[src/rtl/systolic_drain.sv]
// Drain stage under the bottom PE row. Each column is deskewed by its own delay
// line, the aligned row goes into a first-word-fall-through FIFO, and rows are
// presented over valid/ready with a row index.

// Per-column deskew delay line. Valid and data travel together through STAGES flops.
module systolic_drain_lane #(
  parameter int STAGES = 1,
  parameter int W      = 16
) (
  input  logic         clk,
  input  logic         rst,
  input  logic         clear,
  input  logic         vld,
  input  logic [W-1:0] data,
  output logic         dsk_vld,
  output logic [W-1:0] dsk_data
);

  if (STAGES == 0) begin : g_pass
    assign dsk_vld  = vld;
    assign dsk_data = data;
  end else begin : g_dly
    logic [STAGES:1]        vld_pipe;
    logic [STAGES:1][W-1:0] dat_pipe;

    always_ff @(posedge clk or negedge rst) begin
      if (!rst) begin
        vld_pipe <= '0;
        dat_pipe <= '0;
      end else if (clear) begin
        vld_pipe <= '0;
        dat_pipe <= '0;
      end else begin
        vld_pipe[1] <= vld;
        dat_pipe[1] <= data;
        for (int i = 2; i <= STAGES; i++) begin
          vld_pipe[i] <= vld_pipe[i-1];
          dat_pipe[i] <= dat_pipe[i-1];
        end
      end
    end

    assign dsk_vld  = vld_pipe[STAGES];
    assign dsk_data = dat_pipe[STAGES];
  end

endmodule

module systolic_drain #(
  parameter int N_COLS     = 2,
  parameter int DATA_WIDTH = 16,
  parameter int DEPTH      = 4,
  parameter int ROW_W      = 8
) (
  input  logic                         clk,
  input  logic                         rst,
  input  logic                         clear,
  input  logic [N_COLS-1:0]            col_valid_in,
  input  logic [N_COLS*DATA_WIDTH-1:0] col_psum_in,
  output logic                         out_valid,
  input  logic                         out_ready,
  output logic [N_COLS*DATA_WIDTH-1:0] out_data,
  output logic [ROW_W-1:0]             out_row,
  output logic [$clog2(DEPTH):0]       fifo_count,
  output logic                         overflow,
  output logic                         misalign
);

  localparam int PTR_W = $clog2(DEPTH);
  localparam int CNT_W = PTR_W + 1;
  localparam logic [CNT_W-1:0] FULL_CNT = CNT_W'(DEPTH);

  typedef struct packed {
    logic [ROW_W-1:0]                  row;
    logic [N_COLS-1:0][DATA_WIDTH-1:0] data;
  } ent_t;

  logic [N_COLS-1:0]                  dsk_vld;
  logic [N_COLS-1:0][DATA_WIDTH-1:0]  dsk_data;

  // Column c waits N_COLS-1-c cycles so it lines up with the last column.
  for (genvar c = 0; c < N_COLS; c++) begin : g_lane
    systolic_drain_lane #(
      .STAGES(N_COLS-1-c),
      .W     (DATA_WIDTH)
    ) u_lane (
      .clk     (clk),
      .rst     (rst),
      .clear   (clear),
      .vld     (col_valid_in[c]),
      .data    (col_psum_in[c*DATA_WIDTH +: DATA_WIDTH]),
      .dsk_vld (dsk_vld[c]),
      .dsk_data(dsk_data[c])
    );
  end

  logic             all_v, any_v, full, pop, push_ok, drop;
  logic [PTR_W-1:0] wr_ptr, rd_ptr;
  logic [CNT_W-1:0] count;
  logic [ROW_W-1:0] wr_row;
  ent_t             mem [DEPTH];
  ent_t             head;

  assign all_v   = &dsk_vld;
  assign any_v   = |dsk_vld;
  assign full    = (count == FULL_CNT);
  assign pop     = out_valid && out_ready;
  // A pop at the same edge frees the slot, so a full FIFO can still accept.
  assign push_ok = all_v && (!full || pop);
  assign drop    = all_v && full && !pop;

  always_ff @(posedge clk or negedge rst) begin
    if (!rst) begin
      wr_ptr   <= '0;
      rd_ptr   <= '0;
      count    <= '0;
      wr_row   <= '0;
      overflow <= 1'b0;
      misalign <= 1'b0;
    end else if (clear) begin
      wr_ptr   <= '0;
      rd_ptr   <= '0;
      count    <= '0;
      wr_row   <= '0;
      overflow <= 1'b0;
      misalign <= 1'b0;
    end else begin
      if (push_ok) begin
        wr_ptr <= wr_ptr + PTR_W'(1);
        wr_row <= wr_row + ROW_W'(1);
      end
      if (pop) rd_ptr <= rd_ptr + PTR_W'(1);
      if (push_ok && !pop)      count <= count + CNT_W'(1);
      else if (!push_ok && pop) count <= count - CNT_W'(1);
      if (drop)                 overflow <= 1'b1;
      if (any_v && !all_v)      misalign <= 1'b1;
    end
  end

  // Storage needs no reset: occupancy is governed by count and the pointers.
  always_ff @(posedge clk) begin
    if (push_ok && !clear) mem[wr_ptr] <= '{row: wr_row, data: dsk_data};
  end

  assign head       = mem[rd_ptr];
  assign out_valid  = (count != '0);
  assign out_data   = out_valid ? head.data : '0;
  assign out_row    = out_valid ? head.row  : '0;
  assign fifo_count = count;

endmodule

[config.mk]
export PLATFORM = sky130hd
export DESIGN_NAME = systolic_drain
export DESIGN_NICKNAME = d
export VERILOG_FILES = /design/src/rtl/systolic_drain.sv
export SDC_FILE = /design/constraint.sdc
export NUM_CORES = 1
export LEC_CHECK = 0
export CORE_MARGIN = 2
export CORE_UTILIZATION = 43
export CTS_CLUSTER_SIZE = 8
export DETAILED_ROUTE_END_ITERATION = 10
export GPL_ROUTABILITY_DRIVEN = 0
export GPL_TIMING_DRIVEN = 0
export HOLD_SLACK_MARGIN = 0.12
export PLACE_DENSITY_LB_ADDON = 0.1
export SLEW_MARGIN = 20
export SYNTH_ARGS = -nofsm -noshare
export SYNTH_HDL_FRONTEND = slang
export SYNTH_HIERARCHICAL = 1
export SYNTH_SLANG_ARGS = --single-unit
[constraint.sdc]
create_clock -name clk -period 5.7 [get_ports clk]
set_input_delay 1.14 -clock clk [delete_from_list [all_inputs] [get_ports clk]]
set_output_delay 1.14 -clock clk [all_outputs]
set_load 0.01 [all_outputs]
==> results of run 1 <==
[cells by family (layout without fill, tap and decap cells)]
family / after synthesis / after routing / synth area share, %
compound gates: 29 / 29 / 2.317
flops: 194 / 194 / 72.72
mux: 42 / 42 / 11.87
xor+xnor: 3 / 3 / 0.3379
fa+ha+maj: 7 / 7 / 1.223
buf+inv: 44 / 166 / 3.652
simple gates: 97 / 97 / 7.883
[critical path, cell delays in order, from the launching register on]
cell	delay [ps]
dfrtp_1	520
or3_1	370
clkbuf_1	460
and2_1	240
clkdlybuf4s50_1	550
[flip-flops by register name (all words and copies together), names as in the netlist]
signal	cells
fifo_count	3
wr_row	8
overflow	1
misalign	1
wr_ptr	2
mem	160
g_lane.u_lane/dsk_vld	1
g_lane.u_lane/dsk_data	16
rd_ptr	2
[power by group]
part           internal, mW  leakage, nW  switching (mW)
Clock                 0.716        0.297           0.495
Sequential             1.56         1.92          0.0178
Combinational         0.504         1.10           0.424
Total                  2.78         3.32           0.938
[Yosys cell counts, types with 2 or more instances]
cell,number
clkbuf_1,7
nand3_1,5
nor2b_1,10
or4_1,4
edfxtp_1,160
nand2_1,4
nor2_1,12
inv_1,5
nor3b_1,4
nand4_1,2
ha_1,6
or3_1,4
buf_4,19
o31ai_1,5
mux2_2,2
mux4_2,40
buf_2,8
a21oi_1,12
and2_1,40
dfrtp_1,34
xor2_1,2
buf_6,5
and2b_2,7
o21ai_0,6
[final cells by class]
cell class	count	area (sq um)
sequential	194	5655
tap	229	286.5
inverter	5	18.77
multi-input combinational	178	1858
clock buffer	20	456.7
buffer	39	265.3
timing repair buffer	90	883.3
clock inverter	12	155.1
fill	1438	8262
[layer usage]
layer	routed length, um	up-vias
li1	-	1810
met1	6385	2023
met2	7529	62
met3	392	10
met4	151	0
met5	0	-
[placed cells by master (no fill, tap or decap), types with 3 or more instances in the layout]
master             n
ha_1               6
dfrtp_1           34
bufinv_16          3
nor2b_1           10
buf_4             33
nor2_1            12
clkinv_2           3
inv_1              5
a21oi_1           12
nor3b_2            4
clkbuf_1           8
mux4_2            40
and2b_2            7
and2_1            40
clkbuf_16         17
or3_1              4
o31ai_1            5
buf_6             15
buf_2              9
edfxtp_1         160
clkdlybuf4s50_1   64
o21ai_0            6
or4_1              4
nand2_1            4
nand3_1            5
[how the worst min path moves through the flow]
stage,from,endpoint,slack (ps),cells past startpoint
4_1_cts,g_lane[0].u_lane/dsk_data[12],mem[0][12],490,0
2_1_floorplan,g_lane[0].u_lane/dsk_data[0],mem[0][0],450,0
3_5_place_dp,g_lane[0].u_lane/dsk_data[12],mem[2][12],480,0
6_report,g_lane[0].u_lane/dsk_data[12],mem[0][12],480,0
5_1_grt,g_lane[0].u_lane/dsk_data[3],mem[2][3],510,0
3_3_place_gp,g_lane[0].u_lane/dsk_data[13],mem[2][13],460,0
[per-stage QoR]
stage,TNS [ps],area [sq um],hold WS [ps],std cells
floorplan,0,7777,454.7,416
global placement,-437480,8715,461.9,710
detailed placement,0,8967,480.1,735
CTS,0,9579,494.8,767
global route,0,9579,507.0,767
finish,0,9579,483.6,767
==> summary.txt, run 1 <==
Floorplanning
  – Die height: 138.5 um
  – Starting Density: 43.59%
  – Die Wd: 138.5 um
  – I/O pin total: 84
  – Rows: 49
  – Core box area: 17840 sq um
  – Total die area: 19180 sq um

Global route
  – Vias in the first global route: 4093
  – Pin count of the biggest net entering global routing: 23
  – First-pass GRT wire length: 23.03 mm
  – Overflow after GRT: 0
  – Met2 Usage GRT: 26.65%
  – Initial antenna violation count: 0
  – GR Util met1: 20.72%
  – Grt peak-use layer: met2
  – Total GRT Usage: 15.91%
  – GR Util met3: 3.568%

Worst setup path
  – Worst R2R Start: fifo_count[1]
  – CP startpoint: fifo_count[1]
  – Reg-to-reg setup timing slack: 3120 ps
  – FF-to-FF End: fifo_count[2]
  – Worst-case reg-to-reg path depth: 7
  – CP Class: reg -> out
  – Type of origin of the critical path: register
  – Crit path max fanout: 10
  – CP Capture Type: output pin
  – Critical Path End: out_row[1]
  – Req. time, crit path: 4560 ps
  – CP arrival: 2560 ps

Routing
  – 1st-iter DRT viols: 176
  – Final wirelength: 14.46 mm
  – Wirelength per Cell: 18.85 um
  – Drt first pass iters: 4
  – Post-route DRC: 0
  – Number of vias per cell: 5.091
  – Total via count in the routed design: 3905
  – Post-DRT Antenna Nets: 0

Yosys
  – Post-synth EDFFs: 160
  – Netlist cell types: 37
  – Synth warn: 6
  – Sequential share of the synthesized area: 72.72%
  – Async S/R FF share, synth: 17.53%
  – Syn nets: 461
  – Mean Syn Cell Area: 18.70 sq um
  – Cells after synthesis: 416
  – Post-synthesis cell area: 7777 sq um
  – Post-synthesis sequential element count: 194
  – Largest cells by area after synthesis: edfxtp_1 62%, mux4_2 12%, dfrtp_1 11%, and2_1 3.2%, buf_4 1.8%
  – Primary FF master, synth: edfxtp_1
  – Cell taking the most area after synthesis: edfxtp_1
  – Synth top area share: 61.78%

Timing
  – Final worst-path cycle share: 64.88%
  – Worst-margin pin slew: 700.5 ps
  – Slew Limit Fails: 0
  – Final setup skew: 9.941 ps
  – Fin worst setup slack: 2002 ps
  – Endpoints failing hold: 0
  – RSZ-0062 raised after global routing: false
  – Final setup vio count: 0
  – Slew margin rel.: 53.10%
  – Final min period: 3698 ps
  – Peak Freq: 0.2704 GHz

Placement
  – Post-DP HPWL: 9.894 mm
  – Pre-CTS setup slack: 1976 ps
  – Port Buffers: 65

Final layout
  – Area delta synth->final: 23.17%
  – Fin util: 53.69%
  – Ant diodes: 0
  – Final nets: 570
  – Share of cells above drive strength 1: 26.77%

Clock tree
  – CTS tree: built
  – CTS clock-pin slew for the worst setup and hold paths: 70 ps
  – Setup bufs post-CTS: 0
  – H-tree levels: 4
  – Clock Sink Count: 194
  – CTS root buf: clkbuf_16
  – Later-pin clock latency in the skew report: 420 ps
  – Post_cts resized: 0
  – # hold bufs at CTS: 0
  – CTS Buf Count: 17
  – Max clock buf depth: 2

Power
  – Cell Pwr Density: 388.1 nW/um^2
  – Tot Pwr: 3.717 mW
  – Max IR drop VDD: 0.0002080 V
  – P_leak: 3.316 nW

Worst hold path
  – Hold crit path type: reg -> reg

Run status
  – Outcome: finished, final reports clean

Job
  – Max_cap viols: 0
Note: power is estimated with default switching activity, not from simulation.
==> run 2, diff against run 1 <==
==> constraint.sdc (replaced) <==
create_clock -name clk -period 3.5 [get_ports clk]
set_input_delay 0.7 -clock clk [delete_from_list [all_inputs] [get_ports clk]]
set_output_delay 0.7 -clock clk [all_outputs]
set_load 0.01 [all_outputs]
==> results of run 2 <==
Same layout as run 1 (identical final DEF). Status: finished, final reports clean.
Main changes from that run: setup slack after placement 1976 ps -> 216.5 ps; setup slack after layout 2002 ps -> 242.0 ps; hold slack 483.6 ps -> 179.4 ps; register-to-register setup slack 3120 ps -> 920 ps; total power 3.717 mW -> 6.054 mW; worst IR drop on VDD 0.0002080 V -> 0.0003387 V
